### config.mk
export PLATFORM = sky130hd
export DESIGN_NAME = divisor_prog
export DESIGN_NICKNAME = d
export VERILOG_FILES = /design/src/rtl/divisor_pkg.sv /design/src/rtl/divisor_prog.sv
export SDC_FILE = /design/constraint.sdc
export NUM_CORES = 1
export LEC_CHECK = 0
export ABC_AREA = 1
export CAP_MARGIN = 40
export CORE_AREA = 2 2 140 128
export DETAILED_ROUTE_END_ITERATION = 7
export DIE_AREA = 0 0 142 130
export MAX_ROUTING_LAYER = met4
export PLACE_DENSITY = 0.65
export SKIP_CTS_REPAIR_TIMING = 1
export SYNTH_ARGS = -nofsm -noshare
export SYNTH_HDL_FRONTEND = slang
export SYNTH_SLANG_ARGS = --single-unit
### constraint.sdc
create_clock -name CLOCK_50 -period 6.54 [get_ports CLOCK_50]
set_clock_uncertainty 0.1 [all_clocks]
set_input_delay 0.981 -clock CLOCK_50 [delete_from_list [all_inputs] [get_ports CLOCK_50]]
set_output_delay 0.981 -clock CLOCK_50 [all_outputs]
set_load 0.005 [all_outputs]
### src/rtl/divisor_pkg.sv
// Shared constants and helpers for the programmable clock divider.
package divisor_pkg;

  // Board reference clock frequency
  localparam int unsigned CLK_HZ = 50000000;

  // Output waveform selection
  localparam logic MODE_SQUARE = 1'b0;
  localparam logic MODE_PULSE  = 1'b1;

  // Divide ratio that yields target_hz from the reference clock
  function automatic int unsigned hz_to_div(input int unsigned target_hz);
    return CLK_HZ / target_hz;
  endfunction

endpackage

### src/rtl/divisor_prog.sv
// Runtime-programmable frequency divider with glitch-free ratio updates.
// A load goes into a shadow register and is applied only when the period wraps.
module divisor_prog #(
  parameter int unsigned CNT_W       = 26,
  parameter int unsigned DEFAULT_DIV = 50000000
) (
  input  logic             CLOCK_50,
  input  logic             reset,
  input  logic             enable,
  input  logic [CNT_W-1:0] div_value,
  input  logic             load,
  input  logic             mode_in,
  output logic             clock_modificado,
  output logic             tick,
  output logic             pending,
  output logic [CNT_W-1:0] count
);
  import divisor_pkg::*;

  localparam logic [CNT_W-1:0] DefDiv = CNT_W'(DEFAULT_DIV);
  localparam logic [CNT_W-1:0] One    = CNT_W'(1);
  localparam logic [CNT_W-1:0] MinDiv = CNT_W'(2);

  logic [CNT_W-1:0] cnt_q, cnt_d;
  logic [CNT_W-1:0] active_div_q, active_div_d;
  logic [CNT_W-1:0] shadow_div_q, shadow_div_d;
  logic             active_mode_q, active_mode_d;
  logic             shadow_mode_q, shadow_mode_d;
  logic             pending_q, pending_d;
  logic             clk_out_q, clk_out_d;
  logic             tick_q, tick_d;
  logic             wrap, apply;
  logic [CNT_W-1:0] load_div;
  logic [CNT_W-1:0] half_div;

  // Period end detection and clamped load value
  always_comb begin
    wrap     = enable && (cnt_q == (active_div_q - One));
    apply    = wrap && pending_q;
    load_div = (div_value < MinDiv) ? MinDiv : div_value;
  end

  // Next-state: counter, shadow/active ratio handoff and pending flag
  always_comb begin
    cnt_d         = cnt_q;
    active_div_d  = active_div_q;
    active_mode_d = active_mode_q;
    shadow_div_d  = shadow_div_q;
    shadow_mode_d = shadow_mode_q;
    pending_d     = pending_q;

    if (enable) begin
      cnt_d = wrap ? '0 : cnt_q + One;
    end

    // Apply uses the old shadow, so a load on the wrap cycle stays pending
    if (apply) begin
      active_div_d  = shadow_div_q;
      active_mode_d = shadow_mode_q;
    end

    if (load) begin
      shadow_div_d  = load_div;
      shadow_mode_d = mode_in;
      pending_d     = 1'b1;
    end else if (apply) begin
      pending_d = 1'b0;
    end
  end

  // Output next-state: square wave from the next count, or pulse on wrap
  always_comb begin
    // ceil(D/2) computed one bit wider so D = 2^CNT_W-1 does not overflow
    half_div  = CNT_W'(({1'b0, active_div_d} + {{CNT_W{1'b0}}, 1'b1}) >> 1);
    clk_out_d = clk_out_q;
    tick_d    = wrap;
    if (enable) begin
      if (active_mode_d == MODE_PULSE) begin
        clk_out_d = wrap;
      end else begin
        clk_out_d = (cnt_d < half_div);
      end
    end
  end

  // State register; reset aborts the current period and drops any pending load
  always_ff @(posedge CLOCK_50 or negedge reset) begin
    if (!reset) begin
      cnt_q         <= '0;
      active_div_q  <= DefDiv;
      active_mode_q <= MODE_SQUARE;
      shadow_div_q  <= DefDiv;
      shadow_mode_q <= MODE_SQUARE;
      pending_q     <= 1'b0;
      clk_out_q     <= 1'b0;
      tick_q        <= 1'b0;
    end else begin
      cnt_q         <= cnt_d;
      active_div_q  <= active_div_d;
      active_mode_q <= active_mode_d;
      shadow_div_q  <= shadow_div_d;
      shadow_mode_q <= shadow_mode_d;
      pending_q     <= pending_d;
      clk_out_q     <= clk_out_d;
      tick_q        <= tick_d;
    end
  end

  assign count            = cnt_q;
  assign clock_modificado = clk_out_q;
  assign tick             = tick_q;
  assign pending          = pending_q;

endmodule
After elaboration in Yosys (flattened, before gate mapping)
Index checks and enable logic that the tools add are counted.
{"block": "word_totals", "ff_bits": 83, "in_bits": 31, "output_inout_bits": 29}
{"block": "op_classes", "addsub": 3, "n_lt_le_gt_ge": 2, "eq_ne": 1, "n_mux": 8, "reduce_logical": 3}
{"op": "two-way mux 26 bit", "count": 4}
{"op": "adder 26 x 1 -> 27 bit (second input constant)", "count": 1}
{"op": "adder 26 x 1 -> 26 bit (second input constant)", "count": 1}
{"op": "== test 26 bit", "count": 1}
{"op": "less-than comparator 26 x 2 -> 1 bit (second input constant)", "count": 1}
{"op": "less-than comparator 26 bit", "count": 1}
{"op": "subtractor 26 x 1 -> 26 bit (second input constant)", "count": 1}
{"op": "two-way mux 1 bit", "count": 4}
{"op": "logical AND 1 bit", "count": 2}
{"op": "nonzero test 2 bit", "count": 1}

Longest topological paths before layout
{"block": "logic_depth", "ltp_word": 8, "depth_mapped": 34, "ltp_nobuf": 33}

Worst setup path before layout
No wires, ideal clock.
{"block": "synth_timing", "kind": "input-to-reg", "startpoint": "input enable", "endpoint": "register clk_out_q, in the netlist clock_modificado", "setup_ns": 0.077, "arrival_time_ns": 4.113, "setup_slack_ns": 2.249, "path_stages": 29, "path_buffers": 1, "path_cell_list": "inv_1 a21oi_1 nand3_1 nor2_1 nand2_1 inv_1 nand2_1 nor2_1 nand3_2 inv_2 nand4_4 buf_6 o21ai_4 ha_1 nand3_4 nor2_4 nand3_1 nand2_1 nand2_1 ha_1 nand2_1 nor2_1 a211oi_1 o21ai_0 a221oi_1 o21ai_0 nor2_1 nand2_1 a21oi_1"}
{"block": "synth_via", "elab_chain_cells": 6, "elab_cells_between_ends": 9}
{"element": "start: declaration", "line_no": "divisor_prog.sv:9", "text": "input logic enable,"}
{"element": "logical AND 1 bit", "line_no": "divisor_prog.sv:38", "text": "wrap = enable && (cnt_q == (active_div_q - One));"}
{"element": "logical AND 1 bit", "line_no": "divisor_prog.sv:39", "text": "apply = wrap && pending_q;"}
{"element": "two-way mux 26 bit", "line_no": "divisor_prog.sv:57", "text": "if (apply) begin"}
{"element": "named net active_div_d[0]", "line_no": "divisor_prog.sv:25", "text": "logic [CNT_W-1:0] active_div_q, active_div_d;"}
{"element": "adder 26 x 1 -> 27 bit", "line_no": "divisor_prog.sv:74", "text": "half_div = CNT_W'(({1'b0, active_div_d} + {{CNT_W{1'b0}}, 1'b1}) >> 1);"}
{"element": "less-than comparator 26 bit", "line_no": "divisor_prog.sv:81", "text": "clk_out_d = (cnt_d < half_div);"}
{"element": "two-way mux 1 bit", "line_no": "divisor_prog.sv:78", "text": "if (active_mode_d == MODE_PULSE) begin"}
{"element": "end signal: assignment", "line_no": "divisor_prog.sv:104", "text": "clk_out_q <= clk_out_d;"}
{"element": "end: declaration", "line_no": "divisor_prog.sv:30", "text": "logic clk_out_q, clk_out_d;"}
The timed path passes the listed nets, and every way through them passes these cells.
A chain may end at the register's enable or synchronous reset.

Worst setup path in the final report
{"block": "layout_timing", "startpoint": "register active_div_q[0]", "endpoint": "register clk_out_q, in the netlist clock_modificado"}
{"block": "layout_via", "elab_chain_cells": 8, "elab_cells_between_ends": 11}
{"element": "start: declaration", "line_no": "divisor_prog.sv:25"}
{"element": "start signal: assignment", "line_no": "divisor_prog.sv:90", "text": "active_div_q <= DefDiv;"}
{"element": "start signal: assignment", "line_no": "divisor_prog.sv:99", "text": "active_div_q <= active_div_d;"}
{"element": "subtractor 26 x 1 -> 26 bit", "line_no": "divisor_prog.sv:38"}
{"element": "== test 26 bit", "line_no": "divisor_prog.sv:38"}
{"element": "logical AND 1 bit", "line_no": "divisor_prog.sv:38"}
{"element": "logical AND 1 bit", "line_no": "divisor_prog.sv:39"}
{"element": "two-way mux 26 bit *", "line_no": "divisor_prog.sv:57"}
{"element": "named net active_div_d[0]", "line_no": "divisor_prog.sv:25"}
{"element": "adder 26 x 1 -> 27 bit *", "line_no": "divisor_prog.sv:74"}
{"element": "less-than comparator 26 bit *", "line_no": "divisor_prog.sv:81"}
{"element": "two-way mux 1 bit *", "line_no": "divisor_prog.sv:78"}
The timed path passes the listed nets; every way through them passes the cells marked *.

==> results.tsv <==
stage	metric	value	unit
drt	dr.pass1.iters	5	
outcome	status	completed	
cts	clkSinkCount	83	
timing	setup_ws	936	ps
min_path	min_path_cells	2	
finish	final_core_util	47.6	%
cts	tritoncts	built	
drt	antenna_left	0	
cts	cts_buffers	9	
synthesis	synth.top_cell.area_share	20.6	%
cts	path_clk_slew	70	ps
power	total_leakage_power	0.00394	uW
setup_path	rr_worst_depth	28	
global_route	grt_pass1_vias	6718	
floorplanning	core_region_area	17200	um^2
timing	worstMarginPinSlew	667	ps
drt	avgRoutedWirePerCell	17.1	um
global_route	grt_max_degree	54	
synthesis	synth_edf_count	0	
synthesis	seq_area_frac_synth	29.4	%
finish	num-nets-final	1198	
timing	period_minus_slack	5600	ps
timing	setup_violations	0	
synthesis	synth_ff_type	dfrtp_1	
min_path	hold_path_class	flop to flop	
power	power	1630	uW
placement	detailed_place_hpwl	18.8	mm
synthesis	synth_warnings	0	
setup_path	path_max_fanout	30	
setup_path	reg2reg_from	active_div_q[0]	
placement	portBuffers	59	
power	p_per_area	199	nW/um^2
min_path	hold_path_end	shadow_div_q[23]	
timing	max_freq	178	MHz
setup_path	max_stage_delay	520	ps
cts	clockBufferDepth	2	
cts	root_buffer	clkbuf_16	
drt	vias	7141	
timing	period_share	85.7	%
setup_path	criticalPathCategory	flop to flop	
global_route	antenna_found_initial	0	
synthesis	synth_top_family_by_area	simple AND/OR/NAND/NOR gates	
flow_run	cap_viol_max_count	0	
drt	via_per_inst	5.25	
global_route	overflow	0	
synthesis	synth-xor-area-share	6.06	%
synthesis	ys_ff_latch	83	
setup_path	endpoint_kind	flop	
setup_path	rr_endpoint	clock_modificado	
synthesis	synth_adder_area_share	4.89	%
min_path	hp-start	shadow_div_q[23]	
drt	drt_iter0_drc	693	
drt	finalWirelength	23.3	mm
finish	drive_above_1_share	9.97	%
finish	final_area	8190	um^2
timing	slew_violations	0	
floorplanning	rows	46	
floorplanning	pin_count	60	
setup_path	arrival	5790	ps
synthesis	synth.most_common_cell	nand2_1	
floorplanning	die_w	142	um
floorplanning	die_area	18500	um^2
synthesis	synth_largest_area_cell	dfrtp_1	
synthesis	synth_area	7170	um^2
synthesis	synth_top_cells_by_area	dfrtp_1 21%, nand2_1 19%, dfstp_2 8.8%, inv_1 7.2%, nand4_1 6.3%	
finish	syn_to_final_growth	14.2	%
synthesis	yosysUniqueCellTypes	45	
finish	antenna_cells	0	
synthesis	synth_cells	1095	
global_route	grt_pass1_wl	36.9	mm
synthesis	synthMuxAreaShare	0	%
floorplanning	initial_core_util	41.7	%
synthesis	synth_simple_gate_area_share	44.1	%
placement	dp_slack	828	ps
timing	setup_tns	0	ps
placement	gp_congestion	0.974	
setup_path	cp_slowest_cell	nor2_4	
setup_path	crit_start	active_div_q[0]	
drt	drc	0	
cts	clk_latency	360	ps
cts	h-tree-depth	3	
setup_path	r2r_slack	940	ps
floorplanning	chipHeight	130	um
timing	relSlewSlack	55.4	%
timing	rsz0062_at_grt	no	
placement	placed_cell_area	7900	um^2
power	ir_drop	0.000118	V
synthesis	syn_area_per_cell	6.55	um^2
synthesis	synth_common_cells	357 x nand2_1, 138 x inv_1, 116 x nor2_1	
setup_path	start_kind	flop	
synthesis	synth_nets	1154	
timing	finalHoldViolations	0	
setup_path	crit_required	6730	ps
synthesis	synth_compound_area_share	5.22	%
global_route	grt_usage	27.0	%
setup_path	crit_path_frequent_cell	nand2_1	
synthesis	synthArstFlopShare	100	%
==> cells in the final DEF (no fill, tap or decap), types with 2 or more instances in the layout <==
| cell | instances |
|---|---|
| a211oi_1 | 2 |
| a21oi_1 | 10 |
| a31oi_1 | 2 |
| buf_4 | 9 |
| clkbuf_16 | 9 |
| clkdlybuf4s50_1 | 58 |
| dfrtp_1 | 59 |
| dfstp_2 | 24 |
| ha_1 | 28 |
| inv_1 | 138 |
| inv_2 | 8 |
| inv_6 | 5 |
| nand2_1 | 357 |
| nand2_2 | 13 |
| nand3_1 | 62 |
| nand3_2 | 3 |
| nand3b_1 | 10 |
| nand4_1 | 72 |
| nor2_1 | 116 |
| nor2_2 | 18 |
| nor2_4 | 12 |
| nor3_1 | 9 |
| nor4_1 | 7 |
| o211ai_1 | 2 |
| o21ai_0 | 39 |
| o21ai_1 | 2 |
| or2_2 | 6 |
| xnor2_1 | 13 |
| xor2_1 | 34 |
==> area by class of cell <==
type	count	area, um^2
Multi-Input combinational cell	831	4320
Fill cell	1778	9020
Clock buffer	10	239
Tap cell	216	270
Inverter	147	552
Sequential cell	83	2110
Timing Repair Buffer	67	648
Clock inverter	6	52.6
==> cell families after synthesis <==
kind of cell    count (synthesis)
fa+ha+maj                      28
xor+xnor                       48
flops                          83
compound gates                 65
simple gates                  690
buf+inv                       181
==> sequential cells by signal, summed over array words and instances, names as in the netlist <==
name / cells
clock_modificado: 1
tick: 1
active_mode_q: 1
pending: 1
active_div_q: 26
shadow_div_q: 26
count: 26
shadow_mode_q: 1
==> metrics by stage <==
step / instances / hold slack (ps)
2_1_floorplan: 1095 / 342
3_3_place_gp: 1344 / 365
3_5_place_dp: 1344 / 370
4_1_cts: 1360 / 386
5_1_grt: 1360 / 430
6_report: 1360 / 380
==> worst max path at each step <==
stage | end | cells past startpoint
floorplan | clock_modificado | 29
global placement | clock_modificado | 30
detailed placement | clock_modificado | 30
CTS | clock_modificado | 28
global route | clock_modificado | 28
finish | clock_modificado | 28
==> critical path, delay by kind of cell (launching register included) <==
kind | cells | cell delay (ps)
and+or+nand+nor | 18 | 2860
AOI/OAI and AO/OA | 6 | 1160
adders and majority gates | 3 | 830
DFF | 1 | 410
buffers and inverters | 1 | 140
==> metal layers <==
layer	up-vias	wire, um	track usage [%]
li1	3602	-	-
met1	3255	11300	38.2
met3	34	1520	4.81
met5	-	0	-
met2	250	9870	40.1
met4	0	535	7.12
==> report_power, final <==
part           total, uW  switching, uW  leakage [uW]  internal [uW]
clock network        511            236      0.000145            275
registers            643           74.6      0.000981            569
logic                472            264       0.00281            209
(Power assumes the default switching activity.)
